<file path="config.mk">
export PLATFORM = sky130hd
export DESIGN_NAME = hazard3_instr_aligner
export DESIGN_NICKNAME = d
export VERILOG_FILES = /design/src/rtl/hazard3_instr_aligner_pkg.sv /design/src/rtl/hazard3_instr_aligner_chk.sv /design/src/rtl/hazard3_instr_aligner_fifo.sv /design/src/rtl/hazard3_instr_aligner.sv
export SDC_FILE = /design/constraint.sdc
export NUM_CORES = 1
export LEC_CHECK = 0
export ABC_AREA = 0
export BUFFER_PORTS_ARGS = -buffer_cell sky130_fd_sc_hd__buf_2
export CAP_MARGIN = 20
export CORE_ASPECT_RATIO = 0.6
export CORE_MARGIN = 3
export CORE_UTILIZATION = 49
export CTS_CLUSTER_DIAMETER = 80
export DETAILED_ROUTE_END_ITERATION = 7
export PLACE_DENSITY_LB_ADDON = 0.05
export SLEW_MARGIN = 20
export SYNTH_ARGS = -nofsm -noshare
export SYNTH_HDL_FRONTEND = slang
export SYNTH_SLANG_ARGS = --single-unit
</file>
<file path="constraint.sdc">
create_clock -name clk -period 3 [get_ports clk]
set_input_delay 0.3 -clock clk [delete_from_list [all_inputs] [get_ports clk]]
set_output_delay 0.3 -clock clk [all_outputs]
set_load 0.01 [all_outputs]
</file>
<file path="src/rtl/hazard3_instr_aligner_pkg.sv">
// Shared types and helpers for the hazard3 halfword instruction aligner.
// Halfword buffer is kept LSB-aligned; bits above its level are always zero.
package hazard3_instr_aligner_pkg;

  localparam int HW_W     = 16;
  localparam int CIR_W    = 32;
  localparam int HWBUF_HW = 3;
  localparam int HWBUF_W  = HW_W * HWBUF_HW;

  typedef enum logic [1:0] {
    USE_NONE = 2'd0,
    USE_ONE  = 2'd1,
    USE_TWO  = 2'd2,
    USE_BAD  = 2'd3
  } cir_use_e;

  typedef struct packed {
    logic        drop_low;
    logic [31:0] word;
  } fetch_ent_t;

  typedef struct packed {
    logic [HWBUF_W-1:0] data;
    logic [1:0]         level;
  } hwbuf_t;

  function automatic hwbuf_t hwbuf_retire(input hwbuf_t cur, input logic [1:0] use_hw);
    hwbuf_t r;
    r = cur;
    case (use_hw)
      USE_ONE: begin
        r.data  = {16'h0000, cur.data[47:16]};
        r.level = cur.level - 2'd1;
      end
      USE_TWO: begin
        r.data  = {32'h0000_0000, cur.data[47:32]};
        r.level = cur.level - 2'd2;
      end
      default: r = cur;
    endcase
    return r;
  endfunction

  // Appends a fetch word above the live halfwords; drop-low keeps only the upper half.
  function automatic hwbuf_t hwbuf_append(input hwbuf_t cur, input fetch_ent_t ent);
    hwbuf_t      r;
    logic [31:0] app;
    logic [1:0]  n;
    if (ent.drop_low) begin
      app = {16'h0000, ent.word[31:16]};
      n   = 2'd1;
    end else begin
      app = ent.word;
      n   = 2'd2;
    end
    r = cur;
    case (cur.level)
      2'd0: begin
        r.data  = {16'h0000, app};
        r.level = n;
      end
      2'd1: begin
        r.data  = {app, cur.data[15:0]};
        r.level = 2'd1 + n;
      end
      default: r = cur;
    endcase
    return r;
  endfunction

endpackage

</file>
<file path="src/rtl/hazard3_instr_aligner_chk.sv">
// Illegal-input checks for the aligner; instantiated only under HAZARD3_ASSERTIONS.
module hazard3_instr_aligner_chk (
  input logic       clk,
  input logic       rst_n,
  input logic [1:0] cir_use_i,
  input logic [1:0] cir_vld_i,
  input logic       cir_lock_i,
  input logic       push_i,
  input logic       pop_i,
  input logic       fifo_full_i,
  input logic       fifo_empty_i,
  input logic [1:0] hw_level_i
);

  a_use_le_vld: assert property (@(posedge clk) disable iff (!rst_n) cir_use_i <= cir_vld_i);
  a_use_not3:   assert property (@(posedge clk) disable iff (!rst_n) cir_use_i != 2'd3);
  a_lock_use:   assert property (@(posedge clk) disable iff (!rst_n) !(cir_lock_i && cir_use_i != 2'd0));
  a_no_ovf:     assert property (@(posedge clk) disable iff (!rst_n) !(push_i && fifo_full_i && !pop_i));
  a_no_udf:     assert property (@(posedge clk) disable iff (!rst_n) !(pop_i && fifo_empty_i));
  a_level_max:  assert property (@(posedge clk) disable iff (!rst_n) hw_level_i <= 2'd3);

endmodule

</file>
<file path="src/rtl/hazard3_instr_aligner_fifo.sv">
// Fetch-word FIFO (word + drop-low flag) with push/pop/flush and occupancy.
module hazard3_instr_aligner_fifo
  import hazard3_instr_aligner_pkg::*;
#(
  parameter int DEPTH = 2
) (
  input  logic       clk,
  input  logic       rst_n,
  input  logic       flush_i,
  input  logic       push_i,
  input  fetch_ent_t push_data_i,
  input  logic       pop_i,
  output fetch_ent_t head_o,
  output logic [2:0] level_o,
  output logic       full_o,
  output logic       empty_o
);

  localparam int PW = (DEPTH > 1) ? $clog2(DEPTH) : 1;

  fetch_ent_t      mem_q [DEPTH];
  logic [PW-1:0]   rd_ptr_q;
  logic [PW-1:0]   wr_ptr_q;
  logic [2:0]      level_q;

  function automatic logic [PW-1:0] ptr_inc(input logic [PW-1:0] p);
    if (p == PW'(DEPTH - 1)) begin
      return '0;
    end else begin
      return p + 1'b1;
    end
  endfunction

  // Pointer, occupancy and storage update; flush wins over push/pop.
  always_ff @(posedge clk or negedge rst_n) begin
    if (!rst_n) begin
      rd_ptr_q <= '0;
      wr_ptr_q <= '0;
      level_q  <= 3'd0;
      for (int i = 0; i < DEPTH; i++) begin
        mem_q[i] <= '0;
      end
    end else if (flush_i) begin
      rd_ptr_q <= '0;
      wr_ptr_q <= '0;
      level_q  <= 3'd0;
    end else begin
      if (push_i) begin
        mem_q[wr_ptr_q] <= push_data_i;
        wr_ptr_q        <= ptr_inc(wr_ptr_q);
      end
      if (pop_i) begin
        rd_ptr_q <= ptr_inc(rd_ptr_q);
      end
      case ({push_i, pop_i})
        2'b10:   level_q <= level_q + 3'd1;
        2'b01:   level_q <= level_q - 3'd1;
        default: level_q <= level_q;
      endcase
    end
  end

  assign head_o  = mem_q[rd_ptr_q];
  assign level_o = level_q;
  assign full_o  = (level_q == 3'(DEPTH));
  assign empty_o = (level_q == 3'd0);

endmodule

</file>
<file path="src/rtl/hazard3_instr_aligner.sv">
// Halfword aligner: fetch FIFO feeding a 3-halfword buffer that forms the CIR.
// Optional HAZARD3_ALIGNER_BYPASS_EN lets a fetch word skip an empty FIFO.
module hazard3_instr_aligner
  import hazard3_instr_aligner_pkg::*;
#(
  parameter int FIFO_DEPTH = 2
) (
  input  logic        clk,
  input  logic        rst_n,
  input  logic [31:0] fetch_wdata_i,
  input  logic        fetch_valid_i,
  output logic        fetch_ready_o,
  input  logic        jump_now_i,
  input  logic        jump_target_hw_i,
  output logic [31:0] cir_o,
  output logic [1:0]  cir_vld_o,
  input  logic [1:0]  cir_use_i,
  input  logic        cir_lock_i,
  output logic [2:0]  fifo_level_o
);

  logic [HWBUF_W-1:0] hwbuf_q, hwbuf_d;
  logic [1:0]         hw_level_q, hw_level_d;
  logic               unaligned_pend_q, unaligned_pend_d;

  logic       accept_s, push_s, pop_s, bypass_s;
  logic [2:0] fifo_level_s;
  logic       fifo_full_s, fifo_empty_s;
  fetch_ent_t fifo_head_s, push_ent_s;
  hwbuf_t     cur_s, used_s, popped_s, nxt_s;

  hazard3_instr_aligner_fifo #(
    .DEPTH (FIFO_DEPTH)
  ) u_fifo (
    .clk         (clk),
    .rst_n       (rst_n),
    .flush_i     (jump_now_i),
    .push_i      (push_s),
    .push_data_i (push_ent_s),
    .pop_i       (pop_s),
    .head_o      (fifo_head_s),
    .level_o     (fifo_level_s),
    .full_o      (fifo_full_s),
    .empty_o     (fifo_empty_s)
  );

  // Retire, refill from FIFO, optionally bypass, and track the drop-low flag.
  always_comb begin
    cur_s.data       = hwbuf_q;
    cur_s.level      = hw_level_q;
    accept_s         = fetch_valid_i & fetch_ready_o;
    push_ent_s.drop_low = unaligned_pend_q;
    push_ent_s.word  = fetch_wdata_i;
    pop_s            = 1'b0;
    bypass_s         = 1'b0;
    used_s           = hwbuf_retire(cur_s, cir_lock_i ? USE_NONE : cir_use_i);
    popped_s         = used_s;
    if (!jump_now_i && !cir_lock_i && (used_s.level <= 2'd1) && !fifo_empty_s) begin
      pop_s    = 1'b1;
      popped_s = hwbuf_append(used_s, fifo_head_s);
    end else begin
      popped_s = used_s;
    end
    nxt_s = popped_s;
`ifdef HAZARD3_ALIGNER_BYPASS_EN
    // The level check on the post-pop state guarantees the bypassed word fits.
    if (accept_s && !jump_now_i && !cir_lock_i && (popped_s.level <= 2'd1) &&
        (fifo_empty_s || (pop_s && (fifo_level_s == 3'd1)))) begin
      bypass_s = 1'b1;
      nxt_s    = hwbuf_append(popped_s, push_ent_s);
    end else begin
      bypass_s = 1'b0;
    end
`endif
    push_s = accept_s & ~jump_now_i & ~bypass_s;
    if (jump_now_i) begin
      hwbuf_d          = '0;
      hw_level_d       = 2'd0;
      unaligned_pend_d = jump_target_hw_i;
    end else begin
      hwbuf_d          = nxt_s.data;
      hw_level_d       = nxt_s.level;
      unaligned_pend_d = accept_s ? 1'b0 : unaligned_pend_q;
    end
  end

  // Halfword buffer and alignment state registers.
  always_ff @(posedge clk or negedge rst_n) begin
    if (!rst_n) begin
      hwbuf_q          <= '0;
      hw_level_q       <= 2'd0;
      unaligned_pend_q <= 1'b0;
    end else begin
      hwbuf_q          <= hwbuf_d;
      hw_level_q       <= hw_level_d;
      unaligned_pend_q <= unaligned_pend_d;
    end
  end

  assign cir_o         = hwbuf_q[CIR_W-1:0];
  assign cir_vld_o     = (hw_level_q == 2'd3) ? 2'd2 : hw_level_q;
  assign fetch_ready_o = ~fifo_full_s;
  assign fifo_level_o  = fifo_level_s;

`ifdef HAZARD3_ASSERTIONS
  hazard3_instr_aligner_chk u_chk (
    .clk          (clk),
    .rst_n        (rst_n),
    .cir_use_i    (cir_use_i),
    .cir_vld_i    (cir_vld_o),
    .cir_lock_i   (cir_lock_i),
    .push_i       (push_s),
    .pop_i        (pop_s),
    .fifo_full_i  (fifo_full_s),
    .fifo_empty_i (fifo_empty_s),
    .hw_level_i   (hw_level_q)
  );
`endif

endmodule

</file>
# ---- Word-level counts from Yosys, hierarchy flattened
# Cells that the tools add are included.
dict set report classes {
  add_sub_neg 7
  magnitude_cmp 4
  n_eq_ne 7
  mux 27
  n_bitwise 6
  reduce_logical 14
}
# operator n
set op_table {}
lappend op_table {{case mux 50 bit (2 select lines)} 2}
lappend op_table {{2-to-1 mux 33 bit} 4}
lappend op_table {{bitwise mux 66 bit} 1}
lappend op_table {{2-to-1 mux 50 bit} 1}
lappend op_table {{2-to-1 mux 48 bit} 1}
lappend op_table {{demux 33 bit (select 1 bit)} 1}
lappend op_table {{2-to-1 mux 32 bit} 1}
lappend op_table {{2-to-1 mux 2 bit} 5}
lappend op_table {{2-to-1 mux 1 bit} 9}
lappend op_table {{== test 2 x 1 -> 1 bit, second input constant} 3}
lappend op_table {{== test 2 bit, second input constant} 3}
lappend op_table {{case mux 3 bit (2 select lines)} 1}
lappend op_table {{nonzero test 2 bit} 3}
lappend op_table {{>= comparator 2 bit, second input constant} 2}
lappend op_table {{logical AND 1 bit} 4}
lappend op_table {{inverter 1 -> 2 bit} 2}
lappend op_table {{adder 3 x 1 -> 3 bit, second input constant} 1}
lappend op_table {{== test 3 x 2 -> 1 bit, second input constant} 1}
lappend op_table {{zero test 1 bit} 3}
lappend op_table {{zero test 3 bit} 1}
lappend op_table {{2-to-1 mux 3 bit} 1}
lappend op_table {{nonzero test 3 bit} 1}
lappend op_table {{subtractor 3 x 1 -> 3 bit, second input constant} 1}
lappend op_table {{adder 1 bit, second input constant} 2}
lappend op_table {{9 further kinds} 11}
dict set report totals {
  regBits 122
  input_bits 40
  wordCells 75
}

# ---- Logic depth before layout (Yosys ltp)
dict set report depth {
  word_depth 11
  mapped_depth 14
}

# ---- Cells and area by module
# A second synthesis with hierarchy kept.
dict set report hier_totals {
  hier_cells 621
  area_unflattened_um2 6809.0
}
# mod n_inst cells_each area_per_inst_um2 seq_area_each_um2
set by_module_without_submodules {}
lappend by_module_without_submodules {hazard3_instr_aligner 1 419 3666.0 1276.2}
lappend by_module_without_submodules {hazard3_instr_aligner_fifo 1 202 3143.0 1776.7}

# ---- Worst setup path before layout
# Ideal clock, no wire load.
dict set report synth_timing {
  kind {input-to-reg}
  start {input port cir_use_i[0]}
  end {register u_fifo.level_q[1], in the netlist u_fifo.level_o[1]}
  setup_ps 122
  t_arrival_ps 2433
  t_required_ps 2878
  slack_ps 445
  cell_stages 11
  path_cell_list {nor2b_1 > inv_1 > ha_1 > buf_6 > nor2b_4 > o31ai_4 > nand2_1 > buf_2 > a21oi_1 > fa_1 > a32o_1}
}
dict set report synth_via {
  elab_chain_cells 10
}
# element line
set synth_rtl {}
lappend synth_rtl {{start: declaration} hazard3_instr_aligner.sv:17} ;# input logic [1:0] cir_use_i,
lappend synth_rtl {{2-to-1 mux 2 bit (*)} hazard3_instr_aligner.sv:56} ;# used_s = hwbuf_retire(cur_s, cir_lock_i ? USE_NONE : cir_use_i);
lappend synth_rtl {{== test 2 bit or == test 2 x 1 -> 1 bit (tied branches)} hazard3_instr_aligner_pkg.sv:30} ;# case (use_hw)
lappend synth_rtl {{case mux 50 bit (2 select lines) (*)} hazard3_instr_aligner_pkg.sv:30}
lappend synth_rtl {{<= comparator 2 x 1 -> 1 bit (*)} hazard3_instr_aligner.sv:58} ;# if (!jump_now_i && !cir_lock_i && (used_s.level <= 2'd1) && !fifo_empty_s) begin
lappend synth_rtl {{logical AND 1 bit (*) (2 in series)} hazard3_instr_aligner.sv:58}
lappend synth_rtl {{2-to-1 mux 1 bit (*)} hazard3_instr_aligner.sv:58}
lappend synth_rtl {{== test 2 x 1 -> 1 bit or == test 2 bit (tied branches)} hazard3_instr_aligner_fifo.sv:55} ;# case ({push_i, pop_i})
lappend synth_rtl {{case mux 3 bit (2 select lines)} hazard3_instr_aligner_fifo.sv:55}
lappend synth_rtl {{2-to-1 mux 3 bit} hazard3_instr_aligner_fifo.sv:43} ;# end else if (flush_i) begin
lappend synth_rtl {{end signal: assignment} hazard3_instr_aligner_fifo.sv:56} ;# 2'b10: level_q <= level_q + 3'd1;
lappend synth_rtl {{end signal: assignment} hazard3_instr_aligner_fifo.sv:57} ;# 2'b01: level_q <= level_q - 3'd1;
lappend synth_rtl {{end signal: assignment} hazard3_instr_aligner_fifo.sv:58} ;# default: level_q <= level_q;
lappend synth_rtl {{end: declaration} hazard3_instr_aligner_fifo.sv:24} ;# logic [2:0] level_q;
# Every way passes the cells marked *; elsewhere a longest branch is shown, timed or not.
# A chain may end at the register's enable or synchronous reset.

# ---- Worst setup path in the final report
dict set report layout_timing {
  start {register hw_level_q[1]}
  end {register hwbuf_q[23]}
}
dict set report layout_via {
  elab_chain_cells 7
}
# element line
set layout_rtl {}
lappend layout_rtl {{start: declaration} hazard3_instr_aligner.sv:23} ;# logic [1:0] hw_level_q, hw_level_d;
lappend layout_rtl {{start signal: assignment} hazard3_instr_aligner.sv:95} ;# hw_level_q <= hw_level_d;
lappend layout_rtl {{subtractor 2 bit or subtractor 2 x 1 -> 2 bit (tied branches)} {hazard3_instr_aligner_pkg.sv:37, hazard3_instr_aligner_pkg.sv:33}}
lappend layout_rtl {{case mux 50 bit (2 select lines) (*)} hazard3_instr_aligner_pkg.sv:30}
lappend layout_rtl {{<= comparator 2 x 1 -> 1 bit} hazard3_instr_aligner.sv:58}
lappend layout_rtl {{logical AND 1 bit (2 in series)} hazard3_instr_aligner.sv:58}
lappend layout_rtl {{2-to-1 mux 50 bit (*)} hazard3_instr_aligner.sv:58}
lappend layout_rtl {{2-to-1 mux 48 bit (*)} hazard3_instr_aligner.sv:76} ;# if (jump_now_i) begin
lappend layout_rtl {{named net hwbuf_d[23]} hazard3_instr_aligner.sv:22} ;# logic [HWBUF_W-1:0] hwbuf_q, hwbuf_d;
lappend layout_rtl {{end signal: assignment} hazard3_instr_aligner.sv:94} ;# hwbuf_q <= hwbuf_d;
lappend layout_rtl {{end: declaration} hazard3_instr_aligner.sv:22}
# The timed path passes the listed nets; every way through them passes the cells marked *.

==> impl_metrics.json <==
{
  "cp_max_fo": 10,
  "fmax_mhz": 394.2,
  "antenna_found_initial": 0,
  "post_cts_resized": 0,
  "dr_total_vias": 4623,
  "rsz0062_at_grt": "false",
  "place_congestion": 0.8283,
  "start_kind": "flop",
  "cts_setup_buffers": 0,
  "ys_seq_area_share_pct": 47.40,
  "final.setup_skew_ns": 0.007044,
  "power_density_nw_per_um2": 810.6,
  "port_buffers": 77,
  "ctsHoldBuffers": 0,
  "cts-htree-levels": 4,
  "die-height_um": 94.81,
  "synth-seq-cells": 122,
  "ioPinCount": 78,
  "grt_pass1_wl_um": 25960,
  "crit_type": "flop to flop",
  "yosysUniqueCellTypes": 54,
  "worst_slew_pin_slew_ns": 0.8537,
  "clock_path_buffers": 2,
  "clock-root-buffer": "clkbuf_16",
  "holdWs_ns": -0.04143,
  "fin_ws_ns": 0.4635,
  "dp_slack_ns": 0.3016,
  "core_sq_um": 12450,
  "finalSetupTns_ns": 0,
  "violations": "negative hold slack",
  "timing.final.crit_share_pct": 84.55,
  "period_needed_ns": 2.537,
  "grt_max_degree": 63,
  "cpLargestDelayFamily": "compound AO/OA/AOI/OAI gates",
  "avgSynthCellArea_sq_um": 11.42,
  "hold_viol": 16,
  "cp_cell_sequence": "inv_1, ha_1, and2_4, o31ai_4, and2_1, a221oi_1, a2111oi_0",
  "die_area_sq_um": 14600,
  "synth_edf_count": 0,
  "drc_errors": 0,
  "antenna_cells": 0,
  "cts_tree": "built",
  "initial_core_util_pct": 51.73,
  "grt_use_total_pct": 22.89,
  "die_x_um": 154.0,
  "grt_overflow": 0,
  "worstSetupStartpoint": "hw_level_q[1]",
  "syn_area_sq_um": 6441,
  "ir_drop_v": 0.0003869,
  "hold_class": "primary input to async pin",
  "max-slew-margin-rel_pct": 43.09,
  "avgViaCountPerCell": 5.942,
  "required_ns": 3.27,
  "clock_latency_ns": 0.41,
  "dp_hpwl_um": 10790,
  "slowest_stage": "and2_1",
  "rr_startpoint": "hw_level_q[1]",
  "cp.arrival_ns": 2.80,
  "clkSlewWorstSetupHoldPaths_ns": 0.06,
  "drt_iter0_markers": 309,
  "wirelength_um": 15920,
  "drt-wirelength-per-cell_um": 20.47,
  "status": "finished with violations",
  "max-cap-violations": 0,
  "synth_flop_cell": "dfrtp_1",
  "cp.buffers_inverters": 1,
  "cp-end-kind": "flop",
  "nets": 646,
  "ys_warn_count": 0,
  "clock_sinks": 122,
  "firstDrtPassIters": 5,
  "synthArstFlopShare_pct": 100.0,
  "setup_viol": 0,
  "finalMaxSlewViolations": 0,
  "max_stage_delay_ns": 0.52,
  "leakagePower_nw": 3.181,
  "antenna_left": 0,
  "synth_cells": 564,
  "cts_inserted_buffers": 17,
  "area_delta_synth_final_pct": 13.95,
  "rows": 31,
  "grt_pass1_vias": 4711,
  "final_layout_size_suffix_gt1_share_pct": 41.11,
  "syn_nets": 609
}
==> where the power goes <==
part	internal (mW)	switching, mW
clock	1.28	0.762
combinational	0.738	0.834
sequential	2.09	0.248
total	4.11	1.84
==> sequential cells by signal, indices dropped and copies added, names as in the netlist <==
signal / cells
u_fifo.level_o: 3
u_fifo.mem_q: 66
u_fifo.rd_ptr_q: 1
unaligned_pend_q: 1
hw_level_q: 2
u_fifo.wr_ptr_q: 1
hwbuf_q: 48
==> Yosys cell counts, types with 8 or more instances <==
master	n	area, sq um
a22oi_2	10	125.1
a21oi_1	24	120.1
a221oi_1	16	140.1
nor2_2	10	62.56
dfrtp_1	122	3053
buf_4	34	255.2
mux2_2	94	1059
a22oi_1	22	165.2
clkbuf_1	19	71.32
o21ai_0	15	75.07
mux2i_1	19	190.2
a311oi_1	8	70.07
nor2_1	38	142.6
nor3_1	17	85.08
buf_2	20	100.1
nand2_1	29	108.9
==> routing by layer <==
layer | part of all wire [%] | track usage, %
met1 | 46 | 31.51
met3 | 6.6 | 5.266
met2 | 46 | 36.21
met4 | 1.6 | 7.421
met5 | 0 | 0
==> metrics by stage <==
step	hold slack [ns]	cells	instance area, sq um	power (mW)	utilization (%)
after floorplan	0.004409	564	6441	3.455	-
after CTS	0.01774	778	7340	5.985	58.95
after global placement	0.4448	747	6753	3.870	54.24
final	-0.04143	778	7340	5.950	58.95
after global routing	0.05183	778	7340	6.258	58.95
after detailed placement	0.4532	747	6753	3.938	54.24
==> final timing paths <==
check / to / slack (ns) / depth (start not counted)
worst max-delay path: hwbuf_q[23] / 0.46 / 7
worst min-delay path: u_fifo.mem_q[17] / -0.04 / 1
worst max register to register: hwbuf_q[23] / 0.46 / 7
worst min register to register: u_fifo.mem_q[44] / 0.48 / 1
max in group asynchronous: hwbuf_q[30] / 2.17 / 2
min in group clk: unaligned_pend_q / 0.10 / 3
==> layout make-up <==
class / instances / area [sq um]
flip-flops and latches: 122 / 3053
inverters: 4 / 15.01
fillers: 1045 / 5111
repair buffers: 94 / 540.5
clock buffers: 20 / 466.7
clock inverters: 11 / 120.1
well taps: 165 / 206.4
multi-input cells: 362 / 2938
==> layout by cell type (no fill, tap or decap), types with 2 or more instances in the layout <==
cell type,instances
clkinv_2,4
buf_4,16
a2111oi_0,3
buf_2,76
nand3_1,2
mux2_1,5
clkbuf_8,3
clkinvlp_4,3
o21ai_0,15
ha_1,3
a211o_1,4
mux2_2,94
a311oi_1,8
a211oi_1,4
or2_0,4
nand4_1,2
nand2b_1,3
buf_12,2
and2_1,2
nor3_1,17
nor2_1,38
a22oi_1,22
clkbuf_16,17
bufinv_16,2
inv_1,4
dfrtp_1,122
xnor2_1,3
a221oi_1,16
a22oi_2,10
mux2i_1,18
a21oi_1,24
nand2_1,29
nor2_2,10
nor2b_1,2
==> cells by family after synthesis <==
group	Yosys count	share of synthesized area [%]
compound gates	114	14.03
simple gates	121	9.363
mux	118	20.26
xor+xnor	4	0.5440
buf+inv	80	7.323
flops	122	47.40
fa+ha+maj	5	1.088
Note: power is estimated with default switching activity, not from simulation.
